===== src/rtl/uart_rx_ctrl.sv =====
// uart_rx_ctrl: UART receiver (start, LSB-first data, optional parity, one stop bit)
// with sticky status flags that the host acknowledges through rx_clear.
module uart_rx_ctrl #(
   parameter int DATA_WIDTH = 8,
   parameter int BAUD_DIV   = 434,
   parameter int PARITY_EN  = 1,
   parameter int PARITY_ODD = 0
) (
   input  logic                  clk,
   input  logic                  rst,
   input  logic                  rx,
   input  logic                  rx_clear,
   output logic [DATA_WIDTH-1:0] Received_DATA,
   output logic                  rx_interrupt,
   output logic                  parity_error,
   output logic                  framing_error,
   output logic                  overrun_error
);

   localparam int CNT_W = (BAUD_DIV > 1) ? $clog2(BAUD_DIV) : 1;
   localparam int IDX_W = (DATA_WIDTH > 1) ? $clog2(DATA_WIDTH) : 1;

   localparam logic [CNT_W-1:0] CNT_LAST    = CNT_W'(BAUD_DIV - 1);
   // Preload so the start-bit sample lands BAUD_DIV/2 cycles after the falling edge.
   localparam logic [CNT_W-1:0] CNT_HALF    = CNT_W'(BAUD_DIV - BAUD_DIV / 2);
   localparam logic [IDX_W-1:0] IDX_LAST    = IDX_W'(DATA_WIDTH - 1);
   localparam logic             PAR_ODD_BIT = (PARITY_ODD != 0);

   typedef enum logic [2:0] {
      IDLE,
      START,
      DATA,
      PARITY,
      STOP,
      DONE
   } state_t;

   state_t                  state;
   state_t                  state_next;
   logic                    rx_meta;
   logic                    rx_s;
   logic                    rx_s_d;
   logic                    rx_fall;
   logic [CNT_W-1:0]        cnt;
   logic                    tick;
   logic [IDX_W-1:0]        bit_idx;
   logic [DATA_WIDTH-1:0]   shreg;
   logic                    par_err_r;
   logic                    frm_err_r;
   logic                    shift_en;
   logic                    par_load;
   logic                    stop_load;
   logic                    commit;

   // NOTE: sequential state is always assigned with <=, so every flop samples
   // the pre-edge value of its neighbours regardless of statement order.
   always_ff @(posedge clk) begin
      if (!rst) begin
         rx_meta <= 1'b1;
         rx_s    <= 1'b1;
         rx_s_d  <= 1'b1;
      end else begin
         rx_meta <= rx;
         rx_s    <= rx_meta;
         rx_s_d  <= rx_s;
      end
   end

   assign rx_fall = rx_s_d & ~rx_s;
   assign tick    = (cnt == CNT_LAST);

   always_ff @(posedge clk) begin
      if (!rst) begin
         state <= IDLE;
      end else begin
         state <= state_next;
      end
   end

   // NOTE: state_next gets a default before the case, so no path leaves it
   // unassigned and no latch is inferred.
   always_comb begin
      state_next = state;
      unique case (state)
         IDLE: begin
            if (rx_fall) begin
               state_next = START;
            end
         end
         START: begin
            if (tick) begin
               state_next = rx_s ? IDLE : DATA;
            end
         end
         DATA: begin
            if (tick && (bit_idx == IDX_LAST)) begin
               state_next = (PARITY_EN != 0) ? PARITY : STOP;
            end
         end
         PARITY: begin
            if (tick) begin
               state_next = STOP;
            end
         end
         STOP: begin
            if (tick) begin
               state_next = DONE;
            end
         end
         DONE: begin
            state_next = IDLE;
         end
         default: begin
            state_next = IDLE;
         end
      endcase
   end

   always_comb begin
      shift_en  = 1'b0;
      par_load  = 1'b0;
      stop_load = 1'b0;
      commit    = 1'b0;
      unique case (state)
         DATA:    shift_en  = tick;
         PARITY:  par_load  = tick;
         STOP:    stop_load = tick;
         DONE:    commit    = 1'b1;
         default: ;
      endcase
   end

   // Baud counter restarts on every state change; it stays parked at 0 in IDLE.
   always_ff @(posedge clk) begin
      if (!rst) begin
         cnt <= '0;
      end else if (state_next != state) begin
         cnt <= (state_next == START) ? CNT_HALF : '0;
      end else if ((state == IDLE) || tick) begin
         cnt <= '0;
      end else begin
         cnt <= cnt + CNT_W'(1);
      end
   end

   always_ff @(posedge clk) begin
      if (!rst) begin
         bit_idx <= '0;
      end else if (state != DATA) begin
         bit_idx <= '0;
      end else if (shift_en) begin
         bit_idx <= bit_idx + IDX_W'(1);
      end
   end

   // NOTE: the shift register is pure datapath and is fully refilled before
   // every commit, so it carries no reset.
   always_ff @(posedge clk) begin
      if (shift_en) begin
         shreg <= {rx_s, shreg[DATA_WIDTH-1:1]};
      end
   end

   always_ff @(posedge clk) begin
      if (!rst) begin
         par_err_r <= 1'b0;
         frm_err_r <= 1'b0;
      end else begin
         if (par_load) begin
            par_err_r <= ((^shreg) ^ rx_s) != PAR_ODD_BIT;
         end
         if (stop_load) begin
            frm_err_r <= ~rx_s;
         end
      end
   end

   // A commit wins over rx_clear; the clear only drops the previously held flags.
   always_ff @(posedge clk) begin
      if (!rst) begin
         Received_DATA <= '0;
         rx_interrupt  <= 1'b0;
         parity_error  <= 1'b0;
         framing_error <= 1'b0;
         overrun_error <= 1'b0;
      end else if (commit) begin
         Received_DATA <= shreg;
         rx_interrupt  <= 1'b1;
         parity_error  <= (parity_error  & ~rx_clear) | par_err_r;
         framing_error <= (framing_error & ~rx_clear) | frm_err_r;
         overrun_error <= (overrun_error & ~rx_clear) | rx_interrupt;
      end else if (rx_clear) begin
         rx_interrupt  <= 1'b0;
         parity_error  <= 1'b0;
         framing_error <= 1'b0;
         overrun_error <= 1'b0;
      end
   end

endmodule


===== config.mk =====
export PLATFORM = sky130hd
export DESIGN_NAME = uart_rx_ctrl
export DESIGN_NICKNAME = d
export VERILOG_FILES = /design/src/rtl/uart_rx_ctrl.sv
export SDC_FILE = /design/constraint.sdc
export NUM_CORES = 1
export LEC_CHECK = 0
export BUFFER_PORTS_ARGS = -buffer_cell sky130_fd_sc_hd__buf_2
export CELL_PAD_IN_SITES_DETAIL_PLACEMENT = 0
export CELL_PAD_IN_SITES_GLOBAL_PLACEMENT = 1
export CORE_UTILIZATION = 40
export CTS_BUF_LIST = sky130_fd_sc_hd__clkbuf_4
export DETAILED_ROUTE_END_ITERATION = 16
export HOLD_SLACK_MARGIN = 0.06
export PLACE_DENSITY = 0.8
export SLEW_MARGIN = 5
export SYNTH_ARGS = -nofsm -noshare
export SYNTH_HDL_FRONTEND = slang
export SYNTH_SLANG_ARGS = --single-unit

===== constraint.sdc =====
create_clock -name clk -period 2.5 [get_ports clk]
set_input_delay 0.25 -clock clk [delete_from_list [all_inputs] [get_ports clk]]
set_output_delay 0.25 -clock clk [all_outputs]
set_load 0.03 [all_outputs]

==> summary by stage <==
Global route
Entering global routing, the biggest net connects 25 pins. The global-route congestion overflow total is 0. The via count of the first global-routing pass came to approximately 1100. The all-layer global routing usage is ~15%. The wire length of the first global-routing pass is approximately 4.8 mm. The met3 track demand over resource is about 5.7%. For met1 alone, demand over resource in global routing was between 15 and 20%. The initial antenna violation count came to 0. The global routing stage identified its most utilized layer as met2. In the global route stage, met2 resource usage came out at approximately a quarter.

Routing
After detailed routing, the average wire length per cell comes to 12.6 um. The detailed-router iteration count before antenna repair is 4. The vias per cell is 5.05. The total length of routed wires is between 2 and 3 mm. The via total after detailed routing is 1181. The number of nets with antenna violations after routing is 0. In the routed design, unresolved DRC markers number 0. The violation count after the first detailed-route iteration is 52.

Worst setup path
The depth of the worst register-to-register path is 5. STA classifies the critical path startpoint as a flop. The internal reg-to-reg setup slack is about 700 ps. The reg-to-reg startpoint is cnt[0]. The kind of end point of the critical path is a flop. The worst setup path is of the flop to flop kind. At the worst endpoint, the required time is roughly 2600 ps. In this run the worst path has a maximum fanout of 8. The worst register-to-register path ends at shreg[7]. STA puts the critical path data arrival time at about 1900 ps.

STA
The actual transition at the worst max-transition pin is a little over 400 ps. Setup repair after global routing left no endpoint under its margin. The clock period could shrink to ~1800 ps. The total count of max-transition violations in the final report is 0. Derived from the worst setup path, the maximum achievable clock frequency is approximately 550 MHz. The count of endpoints failing hold in the final timing report is 0. Setup violations remaining at the end of the flow were counted as 0.

The tightest slew margin relative to the limit is between 70 and 80%. Setup total negative slack on the finished layout was measured at 0 ps. After layout, the worst path uses 72.1% of the clock period. For the final database, setup skew stands at 8.93 ps.

Clock network
The root buffer cell chosen for the clock tree is clkbuf_4. No sink is reached through more buffers than the 2 on the longest clock path. After clock tree synthesis, the clock-pin slew on the worst setup and hold paths is 110 ps. Counting every sink on the clock net gives 40.

Once the clock tree was built, the setup fixing pass inserted 0 buffers. The H-tree was split into 2 levels. Buffers inserted to repair hold after CTS numbered 0. The insertion delay of the later-clocked pin in the worst-skew pair is 340 ps. Buffers inserted during clock tree synthesis total 5. Gates resized during post-CTS repair numbered 0. TritonCTS built the clock tree.

Yosys
The number of register bits inferred by synthesis is 40. The most area-hungry cell type in the Yosys netlist is dfxtp_1. The unique cell type count in the Yosys netlist is 39. In the synthesized netlist, the cells that appear most often are 32 x dfxtp_1, 25 x nand2_1, 11 x nor2_1, 10 x a21boi_1, 9 x nor2b_1. After synthesis, flip-flops and latches occupy roughly 53% of the total area. The warning count from the yosys run is 0. The number of flops mapped to enable cells by yosys is 8. After synthesis, the share of flip-flops with an asynchronous set or reset is 0%. By instance count, the leading cell after synthesis is dfxtp_1. The average cell area after synthesis is ~10 um^2. Summing every instance area after synthesis gives between 1500 and 2000 um^2. After synthesis, the cell types taking the most area are dfxtp_1 38%, edfxtp_1 14%, nand2_1 5.6%, a21boi_1 4.5%, xnor2_1 4.2%.

The prevailing post-synth register cell is dfxtp_1. The synthesized design devotes to its leading area cell type 38.2% of total area. Synthesis handed over a netlist of 164 instances.

The net count of the mapped netlist is around 170.

Power and ir drop
The worst-case IR drop observed on VDD is ~0.26 mV. The static leakage is a little over 0.0007 uW. Overall power consumption after layout is estimated at about 1100 uW. The power per cell area is 597 nW/um^2.

Outcome
The flow ran to the end, and the final reports show no timing, DRC or antenna violations.

Hold path
The path type of the worst min-delay path is input port to flop. The path with the worst hold slack has its endpoint at rx_meta. The worst min-delay path startpoint is rx. The cell count of the worst hold path is 2.

Die
The placeable core region is 4000 um^2. Pin placement for this block handled 16 I/O pins. For this configuration, the core starts out at a cell density of between 40% and 50%. The die is roughly 67 um wide.

The floorplan die height is around 67 um. The placement row count is 23. The die covers between 4000 and 5000 um^2.

Final layout
The count of inserted antenna diode cells is 0. The layout overhead on the synthesized area is 12.2%. The area occupied by multi-input gates is 767 um^2. After filler insertion, the fill cell instance count of the layout stands at approximately 370. The final layout net count is 191. The layout cell share with drive strength beyond 1 is 14.7%. The sequential cells in the finished layout cover a total of 881 um^2.

Job
The tool flagged a number of max-cap violations equal to 0.

Place
The congestion estimate from routability-driven global placement came to between 0.8 and 0.9. The HPWL after detailed placement is roughly 2.1 mm. The port buffer count is 15.
[where the power goes]
part	internal, uW	leakage (uW)	switching, uW	total, uW
clock	221	0.0000456	207	428
sequential	661	0.000330	6.82	668
combinational	13.7	0.000333	13.9	27.5
total	895	0.000709	228	1120
[placed cells by master (no fill, tap or decap), drive strengths merged, types with 2 or more instances in the layout]
master and n:
dfxtp 32, o21ai 6, ha 4, clkbuf 6
xnor2 8, nor2 11, nand4 2, a21boi 11
inv 2, or3 2, nand2 26, a21oi 5
buf 16, nor2b 9, nand3 4, and2 2
nand2b 4, mux2i 2, xor2 6, edfxtp 8
[area by class of cell]
type                            count  area share, %
Multi-Input combinational cell    118           40.8
Timing Repair Buffer               16           4.39
Inverter                            2          0.399
Clock buffer                        6           2.40
Sequential cell                    40           46.8
Tap cell                           50           3.33
Clock inverter                      2           1.86
[worst max-delay path, stage by stage (launching register included)]
cell	delay (ps)
dfxtp_1	400
ha_1	190
nand4b_1	80
or4_1	420
nor3b_1	210
buf_4	200
[routing by layer]
layer	routed length (um)	vias to the layer above	part of all wire [%]
li1	-	599	-
met1	1310	555	44
met2	1470	21	50
met3	102	6	3.5
met4	73	0	2.5
met5	0	-	0
[through the flow]
stage	setup WS [ps]	hold slack, ps	instances	area (um^2)	utilization (%)
after floorplan	410	323	164	1680	-
after global placement	761	399	226	1800	45.0
after detailed placement	706	399	226	1800	45.0
after CTS	688	78.2	234	1880	47.0
after global routing	611	69.0	234	1880	47.0
final	698	89.3	234	1880	47.0
[worst max path at each step]
stage	slack, ps	start	end	depth (start not counted)
6_report	700	cnt[0]	shreg[7]	5
5_1_grt	610	cnt[0]	shreg[7]	5
4_1_cts	690	cnt[0]	shreg[7]	5
3_5_place_dp	710	cnt[0]	shreg[0]	5
3_3_place_gp	760	cnt[0]	shreg[0]	5
2_1_floorplan	410	cnt[0]	shreg[0]	4
[logic make-up (layout without fill, tap and decap cells)]
kind of cell,after synthesis,in the layout,synth area share [%]
AO/OA/AOI/OAI,24,24,9.41
XOR/XNOR,15,15,8.66
adder cells (fa/ha/maj),4,4,2.99
buffers and inverters,6,26,1.64
flip-flops,40,40,52.6
multiplexers,3,3,1.87
AND/OR/NAND/NOR,72,72,22.9
[sequential cells by signal (all words and copies together), names as in the netlist]
register	flops
framing_error	1
bit_idx	3
state	3
Received_DATA	8
shreg	8
rx_interrupt	1
rx_s	1
rx_s_d	1
parity_error	1
par_err_r	1
cnt	9
rx_meta	1
frm_err_r	1
overrun_error	1
No activity file was read; power rests on OpenSTA's default activity.
